**config.mk**
```make
export PLATFORM = sky130hd
export DESIGN_NAME = lfsr_gen
export DESIGN_NICKNAME = d
export VERILOG_FILES = /design/src/rtl/lfsr_gen.sv
export SDC_FILE = /design/constraint.sdc
export NUM_CORES = 1
export LEC_CHECK = 0
export CAP_MARGIN = 20
export CORE_ASPECT_RATIO = 1.2
export CORE_MARGIN = 4
export CORE_UTILIZATION = 55
export DETAILED_ROUTE_END_ITERATION = 8
export PLACE_DENSITY = 0.83
export SYNTH_ARGS = -nofsm -noshare
export SYNTH_HDL_FRONTEND = slang
export SYNTH_SLANG_ARGS = --single-unit
```
**constraint.sdc**
```tcl
create_clock -name clk -period 5.8 [get_ports clk]
set_input_delay 1.16 -clock clk [delete_from_list [all_inputs] [get_ports clk]]
set_output_delay 1.16 -clock clk [all_outputs]
set_load 0.02 [all_outputs]
```
**src/rtl/lfsr_gen.sv**
```systemverilog
// Configurable LFSR generator with Fibonacci/Galois stepping, period measurement
// against the start (anchor) state, and recovery from the all-zero lock-up state.
module lfsr_gen #(
  parameter int               WIDTH    = 8,
  parameter logic [WIDTH-1:0] FIB_TAPS = 8'hB8,
  parameter logic [WIDTH-1:0] GAL_TAPS = 8'h71,
  parameter logic [WIDTH-1:0] SEED     = '1
) (
  input  logic             clk,
  input  logic             rst,
  input  logic             en,
  input  logic             load,
  input  logic [WIDTH-1:0] seed_in,
  input  logic             mode_in,
  output logic [WIDTH-1:0] q,
  output logic             bit_out,
  output logic             wrap,
  output logic [WIDTH-1:0] period,
  output logic             period_vld,
  output logic             lockup
);

  typedef enum logic {
    MODE_FIB = 1'b0,
    MODE_GAL = 1'b1
  } mode_e;

  mode_e            mode;
  logic [WIDTH-1:0] anchor;
  logic [WIDTH-1:0] cnt;

  logic [WIDTH-1:0] fib_next;
  logic [WIDTH-1:0] gal_next;
  logic [WIDTH-1:0] step_next;
  logic [WIDTH-1:0] cnt_inc;

  assign fib_next  = {q[WIDTH-2:0], ^(q & FIB_TAPS)};
  assign gal_next  = {q[WIDTH-2:0], 1'b0} ^ (q[WIDTH-1] ? GAL_TAPS : '0);
  assign step_next = (mode == MODE_GAL) ? gal_next : fib_next;
  // Saturating increment shared by the step counter and the period capture.
  assign cnt_inc   = (cnt == '1) ? cnt : cnt + 1'b1;
  assign bit_out   = q[WIDTH-1];

  // NOTE: all state uses non-blocking assignments so every flop samples the
  // pre-edge values of q, anchor and cnt regardless of statement order.
  always_ff @(posedge clk) begin
    wrap   <= 1'b0;
    lockup <= 1'b0;
    if (rst) begin
      q          <= SEED;
      anchor     <= SEED;
      mode       <= MODE_FIB;
      cnt        <= '0;
      period     <= '0;
      period_vld <= 1'b0;
    end else if (load) begin
      mode       <= mode_e'(mode_in);
      cnt        <= '0;
      period_vld <= 1'b0;
      if (seed_in == '0) begin
        q      <= SEED;
        anchor <= SEED;
        lockup <= 1'b1;
      end else begin
        q      <= seed_in;
        anchor <= seed_in;
      end
    end else if (en) begin
      if (step_next == '0) begin
        // Lock-up recovery restarts the measurement but keeps the last period.
        q      <= SEED;
        anchor <= SEED;
        cnt    <= '0;
        lockup <= 1'b1;
      end else if (step_next == anchor) begin
        q          <= step_next;
        wrap       <= 1'b1;
        period     <= cnt_inc;
        period_vld <= 1'b1;
        cnt        <= '0;
      end else begin
        q   <= step_next;
        cnt <= cnt_inc;
      end
    end
  end

endmodule
```
==> results.md, run 1 <==
- Req. time, crit path: ~6.1 ns
- Post-CTS Setup Bufs: 0
- Final Max Tran Viols: 0
- Vias after detailed routing: about 1.6k
- Final Hold Viols: 0
- Number of fillers in the final layout: 260
- Register area: about 720 µm²
- I/O Buffers: 32
- Grt ovf: 0
- Vias/cell: ~5.7
- Hold Crit Class: reg -> reg
- Post-cts hold buffer count: 0
- Setup Skew: between 0.009 and 0.01 ns
- Die Wd: between 60 and 70 µm
- Pint: about 0.36 mW
- Final HPWL DP: around 2900 µm
- Peak supply drop: 204 µV
- Post-synthesis sequential area ratio: around two fifths
- Worst slew margin: between 50% and 60%
- Clk sinks: 36
- Count leader, synth: dfxtp_1
- Number of flops mapped to enable cells by yosys: 0
- Highest clock rate: ~0.31 GHz
- Critical path startpoint category: input port
- CP endpoint: period[5]
- Crit end category: register
- Reg power frac: about 54%
- Die area: around 4200 µm²
- I/O Pins: 33
- Power share of the clock group: roughly 29%
- Setup slack, reg-to-reg: ~3.5 ns
- Initial antenna violation count: 0
- Fin Setup TNS: 0 ns
- Clk_lat worst skew: approximately 0.35 ns
- Predominant post-synthesis flop cell: dfxtp_1
- CP startpoint: en
- RSZ-0062 raised after global routing: no
- Routed Antenna Nets: 0
- Site Rows: 22
- Reg2reg end: period[5]
- Arr. time, crit path: 3.48 ns
- GRT Util Overall: slightly above 20%
- Final worst-path cycle share: between 50% and 60%
- Drt drc: 0
- Mapped cell area: between 1500 and 2000 µm²
- CTS tree: yes
- Yosys top cell area share: roughly two fifths
- Cell Pwr Density: between 200 and 250 nW/µm²
- CTS Buf Count: 5
- Clock Pin Slew Worst Setup and Hold Paths: around 0.11 ns
- Final WL: 3860 µm
- Routability cong.: between 0.7 and 0.8
- Clock root buffer: clkbuf_4
- Initial Utilization: about 58%
- DR WL/cell: about 14 µm
- P_sw: about 0.14 mW
- Pin count of the biggest net entering global routing: 20
- Final min period: between 3 and 4 ns
- Area leader, netlist: dfxtp_1
- Outcome: completed
- Combinational share of power: about 17%
- Iter 0 DRT Violations: 58
- Vias in the first global route: roughly 1.4k
- H-tree depth: 2
- Nets: between 200 and 300
- Synth Instances: between 200 and 250
- R2r worst-path depth: 6
- Final core occ: a little over two thirds
- # diodes: 0
- Crit path kind: in -> reg
- Synth warnings: 0
- Synth cell types: between 40 and 50
- Synth top area cells: dfxtp_1 40%, nor2_1 6.7%, xnor2_1 5.4%, o21ai_0 3.9%, nand2_1 3.6%
- Area growth from synthesis to layout: 20.3%
- TritonRoute pass-1 iters: 5
- Footprint of the multi-input gates: 980 µm²
- MaxCap Viol Count: 0
- Worst-path maximum fanout: 19
- Post-synth top cells: 36 x dfxtp_1, 32 x nor2_1, 17 x nand2_1
- Syn avg cell area: around 8.5 µm²
- Syn_nets: ~230
- Leakage: around 0.8 nW
- Design Power: slightly below 0.5 mW
- First-pass GRT wire length: roughly 6500 µm
- FFs w/ async S/R, synth: 0%
- Setup violators final: 0
- Die height: roughly 71 µm
- Post-CTS sizing: 0
- Buffer depth of the longest clock path: 2
- Switch share: 28.2%
- Worst Max-Slew Pin Slew: 0.659 ns
- Yosys reg bits: 36
- CORE AREA: 3110 µm²
- Critical R2R Launch: q[5]
- Share of post-route cells with drive strength above 1: 7.11%
how the worst min path moves through the flow:
stage | startpoint | endpoint | slack (ns) | cells after the start
2_1_floorplan | anchor[0] | anchor[0] | 0.46 | 2
3_3_place_gp | period_vld | period_vld | 0.45 | 2
3_5_place_dp | anchor[4] | anchor[4] | 0.48 | 2
4_1_cts | anchor[4] | anchor[4] | 0.51 | 2
5_1_grt | anchor[4] | anchor[4] | 0.53 | 2
6_report | period_vld | period_vld | 0.51 | 2
sequential cells by signal, indices dropped and copies added (netlist names):
register / cells
anchor: 8
cnt: 8
period: 8
q: 8
lockup: 1
mode: 1
period_vld: 1
wrap: 1
power groups by stage:
stage,Clock [mW],Combinational [mW],Sequential (mW)
after detailed placement,0,0.0847,0.273
final,0.143,0.0851,0.267
after global placement,0,0.0837,0.273
after CTS,0.150,0.0853,0.267
after floorplan,0,0.0553,0.275
after global routing,0.164,0.0923,0.269
cell type report:
| class | instances | share of cell area [%] |
|---|---|---|
| clock buffers | 6 | 2.37 |
| clock inverters | 2 | 0.463 |
| inverters | 7 | 1.22 |
| multi-input cells | 155 | 45.3 |
| flip-flops and latches | 36 | 33.4 |
| well taps | 36 | 2.08 |
| repair buffers | 33 | 15.2 |
routing by layer:
| layer | routed length, µm | vias to the layer above | track usage [%] |
|---|---|---|---|
| met1 | 1600 | 734 | 22.3 |
| met5 | 0 | - | 0 |
| li1 | - | 789 | - |
| met4 | 97 | 0 | 9.85 |
| met3 | 165 | 9 | 5.47 |
| met2 | 2000 | 37 | 34.4 |
stage by stage:
step | setup slack [ns] | std cells | hold WS (ns) | cell area, µm²
final | 2.62 | 275 | 0.507 | 2160
after global routing | 2.47 | 275 | 0.533 | 2160
after CTS | 2.63 | 275 | 0.508 | 2160
after detailed placement | 2.24 | 267 | 0.481 | 2100
after global placement | 2.28 | 266 | 0.454 | 2090
after floorplan | 3.26 | 211 | 0.464 | 1800
placed cells by master, fill, tap and decap left out, drive strengths merged, types with 2 or more instances in the layout:
master	count
xnor2	11
clkinv	2
mux2i	6
a21o	2
nand3b	2
or2	2
o32a	2
nand2	17
or4	2
nand3	4
nor4	4
dfxtp	36
a21oi	12
and3	6
mux2	3
o22ai	7
nor2	33
o21ai	14
inv	7
xnor3	2
a31oi	4
xor2	7
clkbuf	6
clkdlybuf4s50	32
nor3	3
cells by family (layout without fill, tap and decap cells):
family	Yosys count	after routing	share of synthesized area, %
adders and majority gates	1	1	0.696
DFF	36	36	40.1
buffers and inverters	20	48	5.36
xor gates and xnor gates	20	20	11.5
and+or+nand+nor	79	79	21.9
AOI/OAI and AO/OA	46	46	15.3
muxes	9	9	5.22
critical path, stage by stage:
cell	delay, ns
clkdlybuf4s50_1	0.84
nand2_1	0.31
nor4_4	0.68
mux2_2	0.40
nor2_1	0.07
Power figures use the tool's default switching activity.
==> inputs of run 2 (changes only) <==
--- a/config.mk
+++ b/config.mk
@@ -8,9 +8,9 @@
 export CAP_MARGIN = 20
 export CORE_ASPECT_RATIO = 1.2
 export CORE_MARGIN = 4
-export CORE_UTILIZATION = 55
+export CORE_UTILIZATION = 46
 export DETAILED_ROUTE_END_ITERATION = 8
-export PLACE_DENSITY = 0.83
+export PLACE_DENSITY = 0.74
 export SYNTH_ARGS = -nofsm -noshare
 export SYNTH_HDL_FRONTEND = slang
 export SYNTH_SLANG_ARGS = --single-unit
==> constraint.sdc (replaced) <==
create_clock -name clk -period 2.59 [get_ports clk]
set_input_delay 0.518 -clock clk [delete_from_list [all_inputs] [get_ports clk]]
set_output_delay 0.518 -clock clk [all_outputs]
set_load 0.02 [all_outputs]
==> run 2 against run 1 <==
Wire length rose by 6.6%. Register-to-register slack worse by 3.1 ns. Combinational power increased by 140%. Largest power group unchanged.
==> results.md, run 2 (synthesis results as in run 1) <==
- Outcome: completed
- Clk_lat worst skew: around 0.29 ns
- Final Hold Viols: 0
- Clock Pin Slew Worst Setup and Hold Paths: approximately 0.070 ns
- Final HPWL DP: ~3100 µm
- Critical R2R Launch: q[6]
- Setup Skew: about 0.0015 ns
- RSZ-0062 raised after global routing: no
- Routability cong.: 0.845
- Hold Path Cell Cnt: 2
- Crit path kind: reg -> reg
- H-tree depth: 2
- Pin count of the biggest net entering global routing: 19
- Final min period: around 2.2 ns
- Vias/cell: approximately 5.4
- Die area: a little under 5000 µm²
- Clk sinks: 36
- Req. time, crit path: 2.77 ns
- Worst slew margin: between 60% and 70%
- I/O Buffers: 32
- Post-CTS Setup Bufs: 0
- Share of post-route cells with drive strength above 1: 8.57%
- Clock root buffer: clkbuf_8
- Initial antenna violation count: 0
- MaxCap Viol Count: 0
- Drt drc: 0
- Hold Path End: period_vld
- Number of fillers in the final layout: between 300 and 400
- Buffer depth of the longest clock path: 2
- DR WL/cell: approximately 14 µm
- Site Rows: 24
- Hold Startpoint: period_vld
- Post-CTS sizing: 0
- Peak supply drop: 371 µV
- Vias in the first global route: around 1.4k
- Cell Pwr Density: around 540 nW/µm²
- Reg2reg end: cnt[4]
- Hold Crit Class: reg -> reg
- Arr. time, crit path: roughly 2.4 ns
- Initial Utilization: about 49%
- Crit end category: register
- Final worst-path cycle share: just under 90%
- Die Wd: between 60 and 70 µm
- Setup slack, reg-to-reg: 0.35 ns
- CTS Buf Count: 5
- Leakage: 0.837 nW
- GRT Util Overall: 17.3%
- Most frequent cells in the layout: 36 x dfxtp_1, 32 x nor2_1, 32 x clkdlybuf4s50_1
- Final WL: 4110 µm
- Die height: around 76 µm
- Worst Max-Slew Pin Slew: 0.503 ns
- TritonRoute pass-1 iters: 4
- # diodes: 0
- Vias after detailed routing: roughly 1.6k
- Iter 0 DRT Violations: 62
- CORE AREA: 3690 µm²
- Fin Setup TNS: 0 ns
- First-pass GRT wire length: about 6700 µm
- Critical path startpoint category: register
- Grt ovf: 0
- Final Max Tran Viols: 0
- Routed Antenna Nets: 0
- I/O Pins: 33
- Most common cell after layout, fill and taps aside: dfxtp_1
- Final core occ: ~61%
- Nets: about 260
- Area growth from synthesis to layout: 25.5%
- Highest clock rate: about 0.45 GHz
- Setup violators final: 0
- CTS tree: yes
- Post-cts hold buffer count: 0
- R2r worst-path depth: 6
- Worst-path maximum fanout: 8
## run 2: cell types whose count changed in the layout (fill, tap and decap cells not counted), sizes merged
cell	before	now
buf	1	7
clkinv	2	0
clkbuf	6	8
## run 2: power breakdown
part           switching (mW)  leakage (nW)  internal (mW)
Sequential             0.0246         0.294          0.573
Clock                   0.193        0.0455          0.217
Combinational           0.100         0.498          0.100
## run 2: area by class of cell
cell class	count	area [µm²]	area share [%]
well taps	52	65.1	2.89
multi-input cells	155	980	43.5
clock buffers	8	90.1	4.00
inverters	7	26.3	1.17
repair buffers	39	373	16.5
flip-flops and latches	36	721	32.0
## run 2: worst max-delay path by stage
stage               start        end  cells after the start
2_1_floorplan        q[5]  period[5]                      6
3_3_place_gp   seed_in[0]       q[3]                      6
3_5_place_dp           en  period[2]                      6
4_1_cts              q[6]     cnt[4]                      6
5_1_grt              q[6]     cnt[4]                      6
6_report             q[6]     cnt[4]                      6
## run 2: stage by stage
step | instances | hold slack, ns | setup slack (ns) | power [mW] | instance area, µm²
finish | 297 | 0.495 | 0.349 | 1.21 | 2250
global route | 297 | 0.527 | 0.110 | 1.26 | 2250
CTS | 297 | 0.496 | 0.321 | 1.23 | 2250
detailed placement | 289 | 0.481 | 0.352 | 0.810 | 2160
global placement | 289 | 0.472 | 0.396 | 0.808 | 2160
floorplan | 211 | 0.464 | 0.364 | 0.739 | 1800
## run 2: layer usage
| metal | track usage, % | part of all wire, % |
|---|---|---|
| met5 | 0 | 0 |
| met1 | 18.8 | 42 |
| met2 | 31.1 | 53 |
| met4 | 7.47 | 1.9 |
| met3 | 4.13 | 3.6 |
## run 2: critical path, cell delays in order, from the launching register on
cell and delay (ns):
dfxtp_1 0.37, xor2_1 0.18, nor4_1 0.37, o211ai_1 0.26, nor2_1 0.46, o21ai_0 0.27, and3_1 0.23
==> inputs of run 3 (changes only) <==
--- a/config.mk
+++ b/config.mk
@@ -14,3 +14,4 @@
 export SYNTH_ARGS = -nofsm -noshare
 export SYNTH_HDL_FRONTEND = slang
 export SYNTH_SLANG_ARGS = --single-unit
+export TNS_END_PERCENT = 1
==> results of run 3 <==
The final DEF is identical to that of run 2; final timing and power are the same.
